`src/rtl/soc_bus_decoder.sv`:
```
// soc_bus_decoder: address decode, read-data mux, wait states
// and sticky unmapped-access capture between the core and N slaves.
module soc_bus_decoder #(
    parameter int                    N_SLAVES = 4,
    parameter logic [8*N_SLAVES-1:0] SLV_BASE = 32'hE2E14000,
    parameter logic [8*N_SLAVES-1:0] SLV_MASK = 32'hFFFFF0F0,
    parameter logic [N_SLAVES-1:0]   SLV_SWAP = 4'b1100,
    parameter logic [4*N_SLAVES-1:0] SLV_WAIT = 16'h0000
) (
    input  logic                   clk_i,
    input  logic                   rst_i,
    input  logic [31:0]            addr_i,
    input  logic [3:0]             data_w_i,
    input  logic [31:0]            data_i,
    output logic [31:0]            data_o,
    output logic                   stall_o,
    output logic [N_SLAVES-1:0]    sel_o,
    output logic                   wr_o,
    output logic [32*N_SLAVES-1:0] slv_data_o,
    input  logic [32*N_SLAVES-1:0] slv_data_i,
    output logic                   err_o,
    output logic [31:0]            err_addr_o,
    input  logic                   err_clr_i
);

    typedef enum logic [1:0] {
        S_IDLE,
        S_WAIT,
        S_DONE
    } state_t;

    state_t                state_q, state_d;
    logic [3:0]            cnt_q, cnt_d;
    logic [N_SLAVES-1:0]   dly_q, dly_d;
    logic                  err_q, err_d;
    logic [31:0]           err_addr_q, err_addr_d;
    logic [N_SLAVES-1:0]   match;
    logic [3:0]            w_sel;
    logic                  stall;
    logic                  unmapped;

    function automatic logic [31:0] bswap(input logic [31:0] d);
        return {d[7:0], d[15:8], d[23:16], d[31:24]};
    endfunction

    // Masked compare per slave; descending scan leaves the lowest match.
    always_comb begin
        match = '0;
        sel_o = '0;
        w_sel = '0;
        for (int k = 0; k < N_SLAVES; k++) begin
            match[k] = ((addr_i[31:24] & SLV_MASK[8*k +: 8]) ==
                        (SLV_BASE[8*k +: 8] & SLV_MASK[8*k +: 8]));
        end
        for (int k = N_SLAVES - 1; k >= 0; k--) begin
            if (match[k]) begin
                sel_o    = '0;
                sel_o[k] = 1'b1;
                w_sel    = SLV_WAIT[4*k +: 4];
            end
        end
    end

    // Read mux: current select or last-cycle select, lowest index wins.
    always_comb begin
        data_o = '0;
        for (int k = N_SLAVES - 1; k >= 0; k--) begin
            if (sel_o[k] | dly_q[k]) begin
                data_o = SLV_SWAP[k] ? bswap(slv_data_i[32*k +: 32])
                                     : slv_data_i[32*k +: 32];
            end
        end
    end

    // Per-slave write data, byte-reversed for big-endian slaves.
    always_comb begin
        slv_data_o = '0;
        for (int k = 0; k < N_SLAVES; k++) begin
            slv_data_o[32*k +: 32] = SLV_SWAP[k] ? bswap(data_i) : data_i;
        end
    end

    // Wait-state sequencing; stall is masked so reset drops it at once.
    always_comb begin
        state_d = state_q;
        cnt_d   = cnt_q;
        stall   = 1'b0;
        dly_d   = sel_o;
        unique case (state_q)
            S_IDLE: begin
                if ((sel_o != '0) && (w_sel != 4'd0)) begin
                    stall   = 1'b1;
                    cnt_d   = w_sel - 4'd1;
                    state_d = (w_sel == 4'd1) ? S_DONE : S_WAIT;
                end
            end
            S_WAIT: begin
                stall = 1'b1;
                if (cnt_q == 4'd1) begin
                    state_d = S_DONE;
                end else begin
                    cnt_d = cnt_q - 4'd1;
                end
            end
            S_DONE: begin
                state_d = S_IDLE;
            end
            default: begin
                state_d = S_IDLE;
            end
        endcase
    end

    assign stall_o = stall & ~rst_i;
    assign wr_o    = (data_w_i != 4'd0) & ~stall_o & (sel_o != '0);

    // Sticky error; a new error in the clear cycle takes precedence.
    always_comb begin
        unmapped   = (sel_o == '0) && (state_q == S_IDLE);
        err_d      = err_q;
        err_addr_d = err_addr_q;
        if (err_clr_i) begin
            err_d      = 1'b0;
            err_addr_d = '0;
        end
        if (unmapped && (!err_q || err_clr_i)) begin
            err_d      = 1'b1;
            err_addr_d = addr_i;
        end
    end

    assign err_o      = err_q;
    assign err_addr_o = err_addr_q;

    // State, counter, select-delay and error registers.
    always_ff @(posedge clk_i or posedge rst_i) begin
        if (rst_i) begin
            state_q    <= S_IDLE;
            cnt_q      <= '0;
            dly_q      <= '0;
            err_q      <= 1'b0;
            err_addr_q <= '0;
        end else begin
            state_q    <= state_d;
            cnt_q      <= cnt_d;
            dly_q      <= dly_d;
            err_q      <= err_d;
            err_addr_q <= err_addr_d;
        end
    end

endmodule

```
`config.mk`:
```
export PLATFORM = sky130hd
export DESIGN_NAME = soc_bus_decoder
export DESIGN_NICKNAME = d
export VERILOG_FILES = /design/src/rtl/soc_bus_decoder.sv
export SDC_FILE = /design/constraint.sdc
export NUM_CORES = 1
export LEC_CHECK = 0
export CORE_AREA = 2 2 152 154
export DETAILED_ROUTE_END_ITERATION = 12
export DIE_AREA = 0 0 154 156
export PLACE_DENSITY = 0.51
export SETUP_SLACK_MARGIN = 0.2
export SLEW_MARGIN = 20
export SYNTH_ARGS = -nofsm -noshare
export SYNTH_HDL_FRONTEND = slang
export SYNTH_SLANG_ARGS = --single-unit
```
`constraint.sdc`:
```
create_clock -name clk_i -period 1.3 [get_ports clk_i]
set_input_delay 0.13 -clock clk_i [delete_from_list [all_inputs] [get_ports clk_i]]
set_output_delay 0.13 -clock clk_i [all_outputs]
set_load 0.1 [all_outputs]
```
# Word level (Yosys, flattened, before mapping)
# Cells that the tools add are included.
[word_totals]
regBits = 43
latchBits = 0
mem_bits_rw = 0
romBits = 0
in_bits = 199
output_inout_bits = 199
wordCells = 50
memories = 0
[op_classes]
add_sub_neg = 1
mul = 0
n_div = 0
magnitude_cmp = 0
n_eq_ne = 6
shifts = 0
n_mux = 15
bitwise = 11
reduce_logical = 12
[ops]
columns = ["operator", "n"]
rows = [
  ["2-to-1 mux 32 bit", 6],
  ["equality test 8 bit (second input constant)", 2],
  ["2-to-1 mux 4 bit", 4],
  ["logical NOT 8 bit", 1],
  ["nonzero test 4 bit", 2],
  ["equality test 4 x 1 -> 1 bit (second input constant)", 1],
  ["equality test 4 x 3 -> 1 bit (second input constant)", 1],
  ["logical NOT 4 bit", 1],
  ["NOT 1 bit", 4],
  ["OR 1 bit", 4],
  ["one-hot mux 2 bit (2 select lines)", 1],
  ["AND reduction 2 bit", 2],
  ["subtractor 4 x 1 -> 4 bit (second input constant)", 1],
  ["bitwise AND 1 bit", 3],
  ["2-to-1 mux 1 bit", 3],
  ["equality test 2 x 1 -> 1 bit (second input constant)", 1],
  ["logical AND 1 bit", 2],
  ["logical NOT 2 bit", 1],
  ["2-to-1 mux 2 bit", 1],
  ["inequality test 2 bit (second input constant)", 1],
  ["nonzero test 2 bit", 1],
  ["logical NOT 1 bit", 1],
  ["logical OR 1 bit", 1],
]

# Longest topological paths before layout
[logic_depth]
ltp_word = 10
ltp_mapped = 6
depth_no_buf = 4

# Worst setup path before layout
# Ideal clock, no wire load.
[synth_timing]
path_kind = "input to output"
startpoint = "in addr_i[31]"
endpoint = "out data_o[10]"
t_arrival_ns = 4.797
setup_slack_ns = -3.627
stages = 5
cell_sequence = "nor4b_1 -> o21bai_1 -> buf_2 -> o22ai_1 -> a21oi_1"
[synth_between]
elab_chain_cells = 10
[synth_lines]
columns = ["element", "line_no", "rtl"]
rows = [
  ["start: declaration", "12", "input logic [31:0] addr_i,"],
  ["equality test 8 bit", "52", "match[k] = ((addr_i[31:24] & SLV_MASK[8*k +: 8]) =="],
  ["2-to-1 mux 4 bit (3 in series)", "56", "if (match[k]) begin"],
  ["2-to-1 mux 4 bit *", "56", ""],
  ["OR 1 bit", "68", "if (sel_o[k] | dly_q[k]) begin"],
  ["2-to-1 mux 32 bit (3 in series)", "68", ""],
  ["2-to-1 mux 32 bit *", "68", ""],
  ["end: declaration", "15", "output logic [31:0] data_o,"],
]
# Mark *: on every way between the ends. The rest lies on a longest branch, timed or not.

# Final worst setup path
[layout_timing]
startpoint = "reg dly_q[3]"
endpoint = "out data_o[18]"
[layout_between]
elab_chain_cells = 5
[layout_lines]
columns = ["element", "line_no", "rtl"]
rows = [
  ["start: declaration", "34", "logic [N_SLAVES-1:0] dly_q, dly_d;"],
  ["start signal: assignment", "146", "dly_q <= dly_d;"],
  ["OR 1 bit", "68", ""],
  ["2-to-1 mux 32 bit (4 in series)", "68", ""],
]
# Every way passes these cells.

==> results.txt <==
----------------------------------------------------
[Worst setup path]
  Destination of the worst register-to-register timing path ... err_addr_o[21]
  Critical path's largest stage delay ... 0.38 ns
  Register-to-register setup slack ... -0.31 ns
  Critical Path Stages ... 7
  Worst path required time ... 1.17 ns
  Launching point of the worst reg2reg path ... err_o
  Kind of cell with the highest combined delay on the critical path ... buffers and inverters
  Category of the most critical setup path ... reg -> out
  R2R depth ... 8
  Crit path from ... dly_q[3]
  Critical path, cell by cell ... inv_2 > a21oi_4 > buf_12 > buf_16 > nand4_1 > a21oi_2 > buf_12
  Critical path endpoint category ... primary output
  Nature of the critical path startpoint ... register
  Worst-path maximum fanout ... 8
  CP arrival ... ~1.8 ns
  End of the critical path ... data_o[18]
  Cell type of the slowest stage on the worst timing path ... dfrtp_1
  Worst Path Buf+Inv ... 4
  Critical path's most frequent cell ... buf_12

[Power and ir drop]
  Combinational share of power ... 0.590
  NetSw ... 2.82 mW
  Sequential cell fraction of total power ... 0.200
  Worst vdd ir ... 661 uV
  Power per cell area ... 844 nW/um2
  Clock power share ... 0.210
  Leakage power total ... roughly 3.1 nW
  Internal power of the cells ... 3.94 mW
  Share of total power consumed by net switching ... 0.417

[Floorplanning]
  Starting utilization of the core area ... 0.154
  Standard cell core area ... 22400 um2
  Top-level I/O count ... 398
  Die Area ... 24000 um2
  Vertical die dimension ... 156 um
  Die Width ... 154 um
  Core Rows ... 55

[Global route]
  Maximum number of pins on one net before global-route repair ... 33
  Vias in the first global route ... between 4000 and 5000
  Global-route usage over all layers ... 0.140
  Total gr overflow ... 0
  First-pass GRT wire length ... about 25 mm
  Antenna violations before repair ... 1

[Layout]
  Antenna fix cells ... 0
  Filler cell count ... 2206
  Final layout net count ... 814
  Fraction of layout instances using a drive strength above 1 ... 0.476
  Total non-filler cell area in the finished layout ... 8010 um2
  Synth-to-layout area growth ... 132%
  Register cell area after layout ... 930 um2
  Layout Cells excl Fill ... 901
  Area of combinational cells with multiple inputs ... 2120 um2

[Synthesis]
  Library cells used by synthesis ... 31
  Cell area after synthesis ... 3450 um2
  Post-Synth XOR/XNOR Area ... 0.00254
  Number of enable flip-flop cells after synthesis ... 0
  Leading register cell type out of synthesis ... dfrtp_1
  Count of synthesis-stage warnings from yosys ... 0
  Mean Syn Cell Area ... 7.71 um2
  Post-synthesis simple-gate area fraction ... 0.174
  Async set-or-reset flop fraction in the synthesized netlist ... 1.00
  Number of flip-flops and latches in the synthesized netlist ... 37
  Post-synthesis cell count ... 448
  Post-Syn Nets ... 647
  Post-synthesis adder-cell area fraction ... 0
  Main combinational cell family by area after synthesis ... buffers and inverters
  Portion of netlist area occupied by mux cells ... 0
  Sequential fraction of the synthesis area ... 0.268
  Share of the synthesized area in compound gates (AO/OA/AOI/OAI) ... 0.222

[Status]
  Run status ... finished with violations
  Failing checks ... negative setup slack

[STA]
  Worst Slack Setup Final ... -0.586 ns
  Smallest hold slack ... 0.108 ns
  Peak clock frequency supported by timing ... 0.530 GHz
  Total count of hold-check failures in the final report ... 0
  Endpoints failing setup ... between 60 and 70
  Final cycle utilization of the critical path ... 1.45
  Max Clock Skew ... 0.00667 ns
  Max-slew violation total from the final report ... 0
  Setup repair after global routing missed its margin ... yes
  Post-layout minimum cycle time ... 1.89 ns
  Final total negative setup slack ... -26.88 ns

[Routing]
  DRC ... 0
  Number of search-and-repair iterations in the first detailed-routing pass ... 6
  WL per Instance ... 20.3 um
  Vias after detailed routing ... approximately 4000
  First-iteration detailed-routing DRC count ... 89
  Antenna violation net count after detailed routing ... 0
  Per-cell via count in the routed design ... about 4.3
  Routed Wire Length ... about 18 mm

[Clock network]
  Number of sinks driven by the clock tree ... 37
  Clock tree from TritonCTS ... done
  Clock-pin slew on the worst setup and hold paths ... 0.07 ns
  Total clock buffers created by CTS ... 5
  Clock latency on the worst-skew pair ... approximately 0.28 ns
  Root Buffer Master ... clkbuf_16
  # H-tree levels ... 2
  Longest Clk Path Bufs ... 2

[Min path]
  Kind of path behind the tightest hold check ... in -> reg

[Place]
  Placed Instance Area ... 6480 um2
  Final weighted congestion of routability-driven global placement ... 0.736
  IO buf count ... 236
  Sum of net half-perimeters after detailed placement ... 12.5 mm
  DP Cell Count ... 846

[Job]
  Number of violations of the max-capacitance limit ... 0

----------------------------------------------------
==> how the worst min path moves through the flow <==
stage,cells after the start,end,start
after floorplan,2,err_addr_o[23],addr_i[23]
after global placement,0,slv_data_o[50],data_i[18]
after detailed placement,0,slv_data_o[50],data_i[18]
after CTS,3,err_addr_o[27],addr_i[27]
after global routing,3,err_addr_o[26],addr_i[26]
final,3,err_addr_o[27],addr_i[27]
==> stage by stage <==
step | setup WS (ns) | power, mW | util
after global placement | -0.879 | 4.80 | 0.290
after floorplan | -0.874 | 5.03 | -
after global routing | -0.688 | 7.00 | 0.358
after detailed placement | -0.882 | 4.80 | 0.290
final | -0.586 | 6.76 | 0.358
after CTS | -0.603 | 6.64 | 0.339
==> cells by family (layout without fill, tap and decap cells) <==
group,count (synthesis),after routing
compound gates,136,136
xor+xnor,1,1
buf+inv,164,332
simple gates,109,109
flops,37,37
other cells,1,1
==> cells in the final DEF, fill, tap and decap left out, types with 3 or more instances in the layout <==
cell,synthesis,layout
buf_16,0,12
a21oi_4,0,12
o22ai_2,0,6
nand2_1,33,4
buf_12,0,93
nand2_2,0,12
buf_8,0,4
nand2b_1,33,33
o22ai_1,32,21
a21oi_1,65,22
buf_4,129,19
clkbuf_16,0,9
o22ai_4,0,5
a21oi_2,0,31
buf_6,4,25
o21ai_2,0,22
nand2_4,0,17
dfrtp_1,37,36
o21ai_1,8,9
clkdlybuf4s50_1,0,158
nor2_4,0,3
nand4_1,33,33
==> Yosys cell counts (2+ instances only) <==
library cell | count | area share
buf_4 | 129 | 0.28
a21oi_1 | 65 | 0.094
dfrtp_1 | 37 | 0.27
nand2_1 | 33 | 0.036
nand2b_1 | 33 | 0.060
nand4_1 | 33 | 0.060
o22ai_1 | 32 | 0.058
o21ai_0 | 24 | 0.035
buf_2 | 13 | 0.019
clkbuf_1 | 12 | 0.013
o21ai_1 | 8 | 0.012
buf_6 | 4 | 0.013
inv_1 | 4 | 0.0043
nor2_1 | 3 | 0.0033
clkbuf_2 | 2 | 0.0029
==> repair_timing <==
| action | CTS | global route |
|---|---|---|
| buffers inserted | 21 | 8 |
| setup endpoints to repair | 75 | 71 |
| pin swaps | 69 | 52 |
| gates resized for setup | 129 | 47 |
| cloned | 13 | 5 |
| hold buffers | 0 | 0 |
==> power groups by stage <==
stage	clock [mW]	sequential [mW]	combinational, mW
2_1_floorplan	0	2.01	3.02
3_3_place_gp	0	1.37	3.43
3_5_place_dp	0	1.37	3.43
4_1_cts	1.45	1.35	3.84
5_1_grt	1.51	1.36	4.13
6_report	1.42	1.35	3.99
==> cell type report <==
class / instances / area share
clock buffers: 5 / 0.0156
flip-flops and latches: 37 / 0.116
multi-input cells: 247 / 0.264
clock inverters: 3 / 0.00547
inverters: 4 / 0.00234
repair buffers: 320 / 0.552
well taps: 285 / 0.0445
==> worst reg2reg max path: cells and delay by family (launching register included) <==
family	cells	cell delay, ns
compound gates	2	0.37
buf+inv	4	0.52
flops	1	0.47
simple gates	2	0.19
==> registers in the layout, indices dropped and copies added (netlist names) <==
signal and cells:
dly_q 4, err_addr_o 32, err_o 1
==> layer usage <==
metal | part of all wire | up-vias | global-route usage
li1 | - | 1780 | -
met1 | 0.38 | 1805 | 0.159
met2 | 0.47 | 271 | 0.226
met3 | 0.12 | 28 | 0.0758
met4 | 0.022 | 0 | 0.0396
met5 | 0 | - | 0
No activity file was read; power rests on OpenSTA's default activity.
